===== config.mk =====
export PLATFORM = sky130hd
export DESIGN_NAME = ulpi_reg_arbiter
export DESIGN_NICKNAME = d
export VERILOG_FILES = /design/src/rtl/ulpi_reg_arbiter.sv
export SDC_FILE = /design/constraint.sdc
export NUM_CORES = 1
export LEC_CHECK = 0
export BUFFER_PORTS_ARGS = -buffer_cell sky130_fd_sc_hd__buf_2
export CORE_ASPECT_RATIO = 1.4
export CORE_MARGIN = 2
export CORE_UTILIZATION = 50
export DETAILED_ROUTE_END_ITERATION = 8
export PLACE_DENSITY = 0.78
export SETUP_SLACK_MARGIN = 0.2
export SYNTH_ARGS = -nofsm -noshare
export SYNTH_HDL_FRONTEND = slang
export SYNTH_SLANG_ARGS = --single-unit

===== constraint.sdc =====
create_clock -name CLK_60M -period 2.86 [get_ports CLK_60M]
set_clock_uncertainty 0.05 [all_clocks]
set_input_delay 0.429 -clock CLK_60M [delete_from_list [all_inputs] [get_ports CLK_60M]]
set_output_delay 0.429 -clock CLK_60M [all_outputs]
set_load 0.005 [all_outputs]

===== src/rtl/ulpi_reg_arbiter.sv =====
// Round-robin arbiter giving two requesters access to the ULPI PHY register port,
// with per-transaction retry on PHY failure, link drop or WAIT timeout.
module ulpi_reg_arbiter #(
  parameter int unsigned MAX_RETRY = 3,
  parameter int unsigned TIMEOUT   = 1023,
  localparam int unsigned ADDR_W   = 6,
  localparam int unsigned DATA_W   = 8
) (
  input  logic              CLK_60M,
  input  logic              NRST_A_USB,
  input  logic              R0_REQ,
  input  logic              R0_RW,
  input  logic [ADDR_W-1:0] R0_ADDR,
  input  logic [DATA_W-1:0] R0_WDATA,
  output logic              R0_ACK,
  output logic              R0_FAIL,
  input  logic              R1_REQ,
  input  logic              R1_RW,
  input  logic [ADDR_W-1:0] R1_ADDR,
  input  logic [DATA_W-1:0] R1_WDATA,
  output logic              R1_ACK,
  output logic              R1_FAIL,
  output logic [DATA_W-1:0] RDATA,
  input  logic              ULPI_READY,
  output logic              REG_EN,
  output logic              REG_RW,
  output logic [ADDR_W-1:0] REG_ADDR,
  output logic [DATA_W-1:0] REG_DATA_I,
  input  logic [DATA_W-1:0] REG_DATA_O,
  input  logic              REG_DONE,
  input  logic              REG_FAIL,
  output logic              BUSY,
  output logic              GRANT
);

  localparam int unsigned TMO_W = (TIMEOUT > 0) ? $clog2(TIMEOUT + 1) : 1;
  localparam int unsigned RTY_W = (MAX_RETRY > 0) ? $clog2(MAX_RETRY + 1) : 1;
  // The attempt expires on the TIMEOUT-th silent WAIT cycle; the counter never reaches TIMEOUT.
  localparam logic [TMO_W-1:0] TMO_LAST = TMO_W'((TIMEOUT > 0) ? TIMEOUT - 1 : 0);
  localparam logic [RTY_W-1:0] RTY_MAX  = RTY_W'(MAX_RETRY);

  typedef enum logic [1:0] {S_IDLE, S_ISSUE, S_WAIT, S_RESP} state_t;

  state_t              state_q, state_d;
  logic [TMO_W-1:0]    tmo_q, tmo_d;
  logic [RTY_W-1:0]    rty_q, rty_d;
  logic                last_grant_q, last_grant_d;
  logic                win;
  logic                reg_en_d, reg_rw_d, grant_d, busy_d;
  logic [ADDR_W-1:0]   reg_addr_d;
  logic [DATA_W-1:0]   reg_data_d, rdata_d;
  logic                ack0_d, ack1_d, fail0_d, fail1_d;

  // Next-state and next-output logic
  always_comb begin
    state_d      = state_q;
    tmo_d        = tmo_q;
    rty_d        = rty_q;
    last_grant_d = last_grant_q;
    win          = 1'b0;
    reg_en_d     = 1'b0;
    reg_rw_d     = REG_RW;
    reg_addr_d   = REG_ADDR;
    reg_data_d   = REG_DATA_I;
    grant_d      = GRANT;
    rdata_d      = RDATA;
    ack0_d       = 1'b0;
    ack1_d       = 1'b0;
    fail0_d      = 1'b0;
    fail1_d      = 1'b0;

    unique case (state_q)
      S_IDLE: begin
        if (ULPI_READY && (R0_REQ || R1_REQ)) begin
          win        = (R0_REQ && R1_REQ) ? ~last_grant_q : R1_REQ;
          grant_d    = win;
          reg_rw_d   = win ? R1_RW    : R0_RW;
          reg_addr_d = win ? R1_ADDR  : R0_ADDR;
          reg_data_d = win ? R1_WDATA : R0_WDATA;
          rty_d      = '0;
          reg_en_d   = 1'b1;
          state_d    = S_ISSUE;
        end
      end
      S_ISSUE: begin
        tmo_d   = '0;
        state_d = S_WAIT;
      end
      S_WAIT: begin
        // DONE takes priority over any simultaneous failure indication
        if (REG_DONE) begin
          ack0_d  = ~GRANT;
          ack1_d  = GRANT;
          if (!REG_RW) rdata_d = REG_DATA_O;
          state_d = S_RESP;
        end else if (REG_FAIL || !ULPI_READY || (tmo_q == TMO_LAST)) begin
          if (rty_q == RTY_MAX) begin
            ack0_d  = ~GRANT;
            ack1_d  = GRANT;
            fail0_d = ~GRANT;
            fail1_d = GRANT;
            state_d = S_RESP;
          end else begin
            rty_d    = rty_q + RTY_W'(1);
            reg_en_d = 1'b1;
            state_d  = S_ISSUE;
          end
        end else begin
          tmo_d = tmo_q + TMO_W'(1);
        end
      end
      S_RESP: begin
        last_grant_d = GRANT;
        state_d      = S_IDLE;
      end
      default: state_d = S_IDLE;
    endcase

    busy_d = (state_d != S_IDLE);
  end

  // State and registered outputs
  always_ff @(posedge CLK_60M or negedge NRST_A_USB) begin
    if (!NRST_A_USB) begin
      state_q      <= S_IDLE;
      tmo_q        <= '0;
      rty_q        <= '0;
      last_grant_q <= 1'b1;
      REG_EN       <= 1'b0;
      REG_RW       <= 1'b0;
      REG_ADDR     <= '0;
      REG_DATA_I   <= '0;
      GRANT        <= 1'b0;
      BUSY         <= 1'b0;
      RDATA        <= '0;
      R0_ACK       <= 1'b0;
      R1_ACK       <= 1'b0;
      R0_FAIL      <= 1'b0;
      R1_FAIL      <= 1'b0;
    end else begin
      state_q      <= state_d;
      tmo_q        <= tmo_d;
      rty_q        <= rty_d;
      last_grant_q <= last_grant_d;
      REG_EN       <= reg_en_d;
      REG_RW       <= reg_rw_d;
      REG_ADDR     <= reg_addr_d;
      REG_DATA_I   <= reg_data_d;
      GRANT        <= grant_d;
      BUSY         <= busy_d;
      RDATA        <= rdata_d;
      R0_ACK       <= ack0_d;
      R1_ACK       <= ack1_d;
      R0_FAIL      <= fail0_d;
      R1_FAIL      <= fail1_d;
    end
  end

endmodule


======== Word-level counts from Yosys, hierarchy flattened ========
Cells that the tools add are included.
storage, ports and cells
  register bits ........................... 45
  bits in latches ......................... 0
  bits in writable memories ............... 0
  memory bits (read-only) ................. 0
  output and inout bits ................... 30
  logic and storage cells ................. 78
  memories ................................ 0
operators by class
  $add $sub $neg .......................... 2
  $mul .................................... 0
  divide/modulo/power cells ............... 0
  order comparisons ....................... 0
  equality and inequality tests ........... 10
  shift-type cells ........................ 0
  muxes and demuxes ....................... 34
  bitwise logic cells ..................... 3
  reduce and logical (&&, ||, !) cells .... 14
operator list
  operator                                                               count
  10-bit two-way mux                                                     2
  10-bit case mux with 2 select lines                                    1
  1-bit two-way mux                                                      18
  2-bit two-way mux                                                      8
  10-bit by 1-bit adder with 10-bit output, second input constant        1
  10-bit equality test, second input constant                            1
  2-bit != test, second input constant                                   5
  8-bit two-way mux                                                      1
  2-bit case mux with 4 select lines                                     1
  2-bit equality test, second input constant                             3
  6-bit two-way mux                                                      1
  3-bit AND reduction                                                    2
  2-bit nonzero test                                                     3
  5-bit AND reduction                                                    1
  2-bit case mux with 2 select lines                                     1
  1-bit logical OR                                                       3
  1-bit inverter                                                         3
  2-bit by 1-bit adder with 2-bit output, second input constant          1
  2-bit by 1-bit equality test with 1-bit output, second input constant  1
  1-bit logical AND                                                      2
  2-bit zero test                                                        1
  1-bit case mux with 2 select lines                                     1
  2-bit AND reduction                                                    1
  1-bit zero test                                                        1

======== Logic depth before layout (Yosys ltp) ========
Gate-level depths: netlist (run 1).
  word-level depth ........................ 7
  gate-level depth with buffers ........... 6
  gate-level depth less buffers ........... 6

======== Worst setup path before layout (run 1) ========
OpenSTA, ideal clock, no wires.
  kind .................................... register to register
  start ................................... reg tmo_q[0]
  end ..................................... reg rty_q[0]
  setup time .............................. 0.126 ns
  arrival time ............................ 1.500 ns
  required time ........................... 2.684 ns
  setup slack ............................. 1.184 ns
  stages on the path, launching flop included .. 7
  path buffers ............................ 0
  period minus slack after synthesis ...... 1.676 ns
  cells stage by stage .................... dfrtp_1 > inv_1 > ha_1 > nand4_2 > o311ai_2 > nand3_1 > mux2i_1
on the way
  cells in the longest elaborated chain, start to end .. 4
ends and longest elaborated chain
  element                               RTL line  source
  start, declared                       45        logic [TMO_W-1:0] tmo_q, tmo_d;
  start signal, assigned                142       tmo_q <= tmo_d;
  10-bit equality test                  96        end else if (REG_FAIL || !ULPI_READY || (tmo_q == TMO_LAST)) begin
  1-bit logical OR                      96
  2-bit != test (no source line)        --
  5-bit AND reduction (no source line)  --
  end signal, assigned                  143       rty_q <= rty_d;
  end, declared                         46        logic [RTY_W-1:0] rty_q, rty_d;
No other way between the ends.
A chain may end at the register's enable or synchronous reset.

======== Worst setup path in the final report (run 1) ========
  start ................................... reg state_q[1]
  end ..................................... reg tmo_q[5]
on the way
  cells in the longest elaborated chain, start to end .. 3
  elaborated cells between the ends (all ways) .. 7
ends and longest elaborated chain
  element                                                                                RTL line  source
  start, declared                                                                        44        state_t state_q, state_d;
  start signal, assigned                                                                 141       state_q <= state_d;
  2-bit equality test or 2-bit by 1-bit equality test with 1-bit output (tied branches)  72        unique case (state_q)
  2-bit != test (no source line) or 2-bit nonzero test (tied branches)                   --
  3-bit AND reduction (no source line)                                                   --
Parallel ways exist; a longest one is shown, timed or not.

==> reports/results.ini, run 1 <==
[setup_path]
setup.worst_path.end = tmo_q[5]
crit_type = reg -> reg
ff2ff_setup_slack_ns = 0.82
slowest_stage = nor2b_1
critical_path.max_stage_delay_ns = 0.60
worstPathCellList = nor2b_1 -> nand4_2 -> or4_1 -> a21oi_1
cp.arrival_ns = 2.21
crit_required_ns = 3.03
crit_fanout = 9
r2r-end = tmo_q[5]
rr_worst_depth = 4
startpoint = state_q[1]
cp-end-kind = flip-flop
critPathLaunchType = flip-flop
r2r_start = state_q[1]

[timing]
rsz0062_at_grt = false
setup_viol = 0
fin_crit_sh_pct = 71.3
slew_headroom_pct = 34.9
hold_viol_final = 0
slew_violations = 0
tightest_slew_ns = 0.977
period_needed_ns = 2.04
fmax_ghz = 0.490
fin_tns_setup_ns = 0

[finish]
layout_commonest_cell = buf_2
layout-drive-gt1-share_pct = 37.8
area_growth_pct = 25.2
fin_util_pct = 63.9
diodes = 0
most-common-layout-cells = buf_2, dfrtp_1, nand2_1
nets = 322

[job]
max_cap_violations = 0

[clocking]
holdBufCountCts = 0
cts-root-buf = clkbuf_8
max-clock-path-buffers = 2
cts_tree = yes
clk_latency_ns = 0.29
numCtsBuffers = 5
cts.sinks = 45
clkTransAtPathRegs_ns = 0.09
h-tree-depth = 2
cts_resized = 0
postCtsSetupBuffers = 0

[yosys]
synth_seq_area_share_pct = 53.0
synth_ff_type = dfrtp_1
netlist_area_um2 = 2130
netlist_instances = 197
avgSynthCellArea_um2 = 10.8
syn_nets = 245
async_reset_ff_share_pct = 100
synth_warnings = 0
synth_enable_flop_cells = 0
synth_cell_types = 39
ys_ff_latch = 45

[drt]
vias = 1715
firstDrtPassIters = 4
drtIter0Drc = 22
drc = 0
drtAntennaViolNets = 0
routed_wl_mm = 4.32
wl_per_cell_um = 13.5
viasPerCell = 5.36

[power_and_ir_drop]
intPower_w = 0.00148
power.switching_w = 0.000713
p_seq_share_pct = 45.7
switching_share_pct = 32.6
clock_power_share_pct = 22.7
p_per_area_nw_per_um2 = 822
p_leak_nw = 1.35
peakVddDrop_uv = 511
comb_power_share_pct = 31.6

[placed_design]
io_buffers = 74
place.gp.congestion = 0.869
hpwl_mm = 3.30

[global_route]
grt_pass1_vias = 1615
antenna_found_initial = 0
track_usage_pct = 19.5
grt_max_degree = 46
gr-total-overflow = 0
grt_pass1_wl_mm = 7.15

[floorplanning]
row_count = 28
initial_utilization_pct = 51.1
dieArea_um2 = 4800
die_h_um = 81.2
die_w_um = 59.1
core_um2 = 4170
ios = 75

[worst_hold_path]
min_path_type = in -> async

[run_status]
status = finished, final reports clean

## state kept, by name, summed over array words and instances, names as in the netlist
signal and count:
REG_DATA_I 8, R1_ACK 1, R0_ACK 1, REG_EN 1, tmo_q 10, BUSY 1
R0_FAIL 1, REG_RW 1, state_q 2, GRANT 1, last_grant_q 1, rty_q 2
R1_FAIL 1, REG_ADDR 6, RDATA 8
## final cells by class
cell class	instances	area, um^2
well taps	45	56.3
flip-flops and latches	45	1130
inverters	6	22.5
repair buffers	77	393
clock buffers	6	82.6
clock inverters	2	37.5
fillers	375	1500
multi-input cells	139	946
## power by group through the flow
stage	Combinational (W)	Sequential [W]	Clock, W
5_1_grt	0.000789	0.00104	0.000534
4_1_cts	0.000704	0.00100	0.000509
3_5_place_dp	0.000707	0.00101	0
6_report	0.000692	0.00100	0.000497
3_3_place_gp	0.000684	0.00100	0
2_1_floorplan	0.000393	0.00101	0
## worst max-delay path, delay by kind of cell, from the launching register on
family	cells	cell delay [ns]
DFF	1	0.49
and+or+nand+nor	3	1.28
AOI/OAI and AO/OA	1	0.15
## stage by stage
step	setup slack [ns]	cell area, um^2	total power (W)	hold slack, ns	cells
final	0.820	2670	0.00219	0.242	320
after global routing	0.649	2670	0.00236	0.305	320
after CTS	0.875	2670	0.00222	0.269	320
after detailed placement	0.904	2540	0.00172	0.416	312
after global placement	0.981	2540	0.00169	0.408	312
after floorplan	1.18	2130	0.00140	0.0834	197
## cell usage after synthesis, drive strengths merged (4+ instances only)
cell / number / area (um^2)
inv: 6 / 22.5
dfrtp: 44 / 1100
nor2: 9 / 33.8
mux2: 9 / 101
a21oi: 6 / 30.0
nand3: 4 / 20.0
mux2i: 19 / 190
o21ai: 21 / 105
nand4: 4 / 37.5
nand2: 30 / 115
nor3: 5 / 30.0
buf: 4 / 25.0
## cell families after synthesis
kind of cell	share of synthesized area, %
buffers and inverters	2.76
flip-flops	53.0
adder cells (fa/ha/maj)	1.76
AO/OA/AOI/OAI	11.2
multiplexers	13.7
XOR/XNOR	0.412
AND/OR/NAND/NOR	17.2
## worst min path at each step
stage,slack (ns),from,endpoint
floorplan,0.08,NRST_A_USB,BUSY
global route,0.31,REG_DATA_O[4],RDATA[4]
global placement,0.41,REG_ADDR[0],REG_ADDR[0]
finish,0.24,NRST_A_USB,REG_DATA_I[2]
CTS,0.27,NRST_A_USB,REG_DATA_I[3]
detailed placement,0.42,REG_ADDR[3],REG_ADDR[3]
## per-layer routing
layer | wire length, um | GRT usage, % | vias to the layer above
li1 | - | - | 853
met1 | 1790 | 24.2 | 804
met2 | 2260 | 33.3 | 52
met3 | 227 | 4.46 | 6
met4 | 37 | 6.36 | 0
met5 | 0 | 0 | -
Note: power is estimated with default switching activity, not from simulation.
==> run 2, diff against run 1 <==
Settings changed: CORE_UTILIZATION 50 to 49, PLACE_DENSITY 0.78 to 0.77.
Clock period 2.86 ns to 2.02 ns, I/O delays scaled along.
==> reports/results.ini, run 2 (synthesis results as in run 1) <==
[clocking]
cts-root-buf = clkbuf_8
h-tree-depth = 2  ; unchanged
cts_tree = yes
clkTransAtPathRegs_ns = 0.08  ; about the same
numCtsBuffers = 5  ; unchanged
max-clock-path-buffers = 2  ; unchanged
cts.sinks = 45  ; unchanged
clk_latency_ns = 0.30  ; about the same

[timing]
rsz0062_at_grt = false
fin_tns_setup_ns = 0  ; unchanged
setup_ws_ns = 0.313  ; -0.507 ns
fin_crit_sh_pct = 84.5  ; +13 points
slew_headroom_pct = 71.3  ; +36 points
setup_viol = 0  ; unchanged
tightest_slew_ns = 0.431  ; -0.546 ns
period_needed_ns = 1.71  ; -0.333 ns
slew_violations = 0  ; unchanged
hold_viol_final = 0  ; unchanged
fmax_ghz = 0.586  ; +20%

[floorplanning]
row_count = 28  ; unchanged
die_h_um = 82.0  ; +0.97%
dieArea_um2 = 4890  ; +1.9%
core_um2 = 4200  ; +0.84%
ios = 75  ; unchanged
initial_utilization_pct = 50.6  ; -0.43 points
die_w_um = 59.7  ; +0.95%

[finish]
fin_util_pct = 65.8  ; +1.9 points
fillers = 361  ; -3.7%
layout-drive-gt1-share_pct = 39.9  ; +2.1 points
final_cell_area_um2 = 2770  ; +3.8%
area_growth_pct = 30.0
layout_commonest_cell = buf_2
diodes = 0  ; unchanged
top_regs = tmo_q: 10 flops, RDATA: 8 flops, REG_DATA_I: 8 flops
largest_register_ff_count = 10  ; unchanged
regMostFlops = tmo_q
nets = 330  ; +2.5%
most-common-layout-cells = buf_2, dfrtp_1, nand2_1

[power_and_ir_drop]
peakVddDrop_uv = 958  ; +88%
intPower_w = 0.00211  ; +43%
comb_power_share_pct = 33.7  ; +2.1 points
switching_share_pct = 33.1  ; +0.52 points
power.switching_w = 0.00104  ; +46%
p_per_area_nw_per_um2 = 1140  ; +39%
p_leak_nw = 1.42  ; +5.2%
clock_power_share_pct = 21.6  ; -1.1 points
p_seq_share_pct = 44.7  ; -1.0 points

[setup_path]
rr_worst_depth = 5  ; +1
r2r-end = tmo_q[5]
cp-end-kind = flip-flop
ff2ff_setup_slack_ns = 0.31  ; -0.51 ns
crit_type = reg -> reg
crit_required_ns = 2.20  ; -0.83 ns
r2r_start = tmo_q[1]
cp.arrival_ns = 1.89  ; -0.32 ns
crit_fanout = 7  ; -2
critPathLaunchType = flip-flop

[worst_hold_path]
hold_end = RDATA[6]
holdPathStages = 2
hp-start = REG_DATA_O[6]
min_path_type = in -> reg

[placed_design]
hpwl_mm = 3.43  ; +4.1%
place.gp.congestion = 0.897  ; +3.3%
pre_cts_ws_ns = 0.214  ; -0.690 ns
postPlaceCellArea_um2 = 2590  ; +1.8%
io_buffers = 74  ; unchanged

[drt]
firstDrtPassIters = 4  ; unchanged
drtAntennaViolNets = 0  ; unchanged
routed_wl_mm = 4.51  ; +4.4%
viasPerCell = 5.38  ; +0.41%
drc = 0  ; unchanged
drtIter0Drc = 26  ; +18%
wl_per_cell_um = 13.8  ; +1.8%
vias = 1765  ; +2.9%

[global_route]
grt_pass1_vias = 1696  ; +5.0%
grt_pass1_wl_mm = 7.39  ; +3.4%
gr-total-overflow = 0  ; unchanged
track_usage_pct = 20.2  ; +0.63 points
grt_max_degree = 21  ; -54%
antenna_found_initial = 0  ; unchanged

[run_status]
status = finished, final reports clean

[job]
max_cap_violations = 0  ; unchanged

==> run 2: critical path, stage by stage, from the launching register on <==
cell and delay [ns]:
dfrtp_2 0.46, ha_1 0.25, nand4_4 0.15, nor2_1 0.08
or4_1 0.50, a21oi_1 0.15
==> run 2: how the worst max path moves through the flow <==
stage,to,depth (start not counted),start
floorplan,rty_q[0],6,tmo_q[0]
global placement,rty_q[1],5,tmo_q[1]
detailed placement,rty_q[0],5,tmo_q[1]
CTS,rty_q[1],5,tmo_q[1]
global route,tmo_q[5],5,tmo_q[1]
finish,tmo_q[5],5,tmo_q[1]
==> run 2: what timing repair did <==
action	in CTS	in global routing
pin swaps	0	2
resized for setup	1	6
endpoints found under the setup margin	2	14
buffers inserted	0	1
hold buffers	1	0
hold endpoints to repair	17	0
==> run 2: layout make-up <==
type | instances | area, um^2 | share of cell area [%]
multi-input combinational | 139 | 993 | 35.9
sequential | 45 | 1130 | 40.8
inverter | 6 | 22.5 | 0.814
clock buffer | 6 | 72.6 | 2.62
tap | 45 | 56.3 | 2.03
timing repair buffer | 85 | 455 | 16.5
clock inverter | 2 | 38.8 | 1.40
==> run 2: routing by layer <==
layer | track usage (%) | part of all wire (%)
met5 | 0 | 0
met4 | 8.00 | 1.8
met3 | 4.25 | 5.9
met2 | 35.7 | 53
met1 | 23.3 | 39
==> run 2: stage by stage <==
step,hold WS (ns),total power (W),std cells
4_1_cts,0.179,0.00316,327
2_1_floorplan,-0.0426,0.00198,197
5_1_grt,0.172,0.00339,328
3_5_place_dp,0.224,0.00248,318
3_3_place_gp,0.226,0.00244,318
6_report,0.178,0.00315,328
==> run 2: power groups by stage <==
stage          Combinational [W]  Clock [W]  Sequential [W]
2_1_floorplan           0.000556          0         0.00143
3_3_place_gp             0.00103          0         0.00142
3_5_place_dp             0.00106          0         0.00142
4_1_cts                  0.00106   0.000691         0.00141
5_1_grt                  0.00121   0.000725         0.00146
6_report                 0.00106   0.000680         0.00141
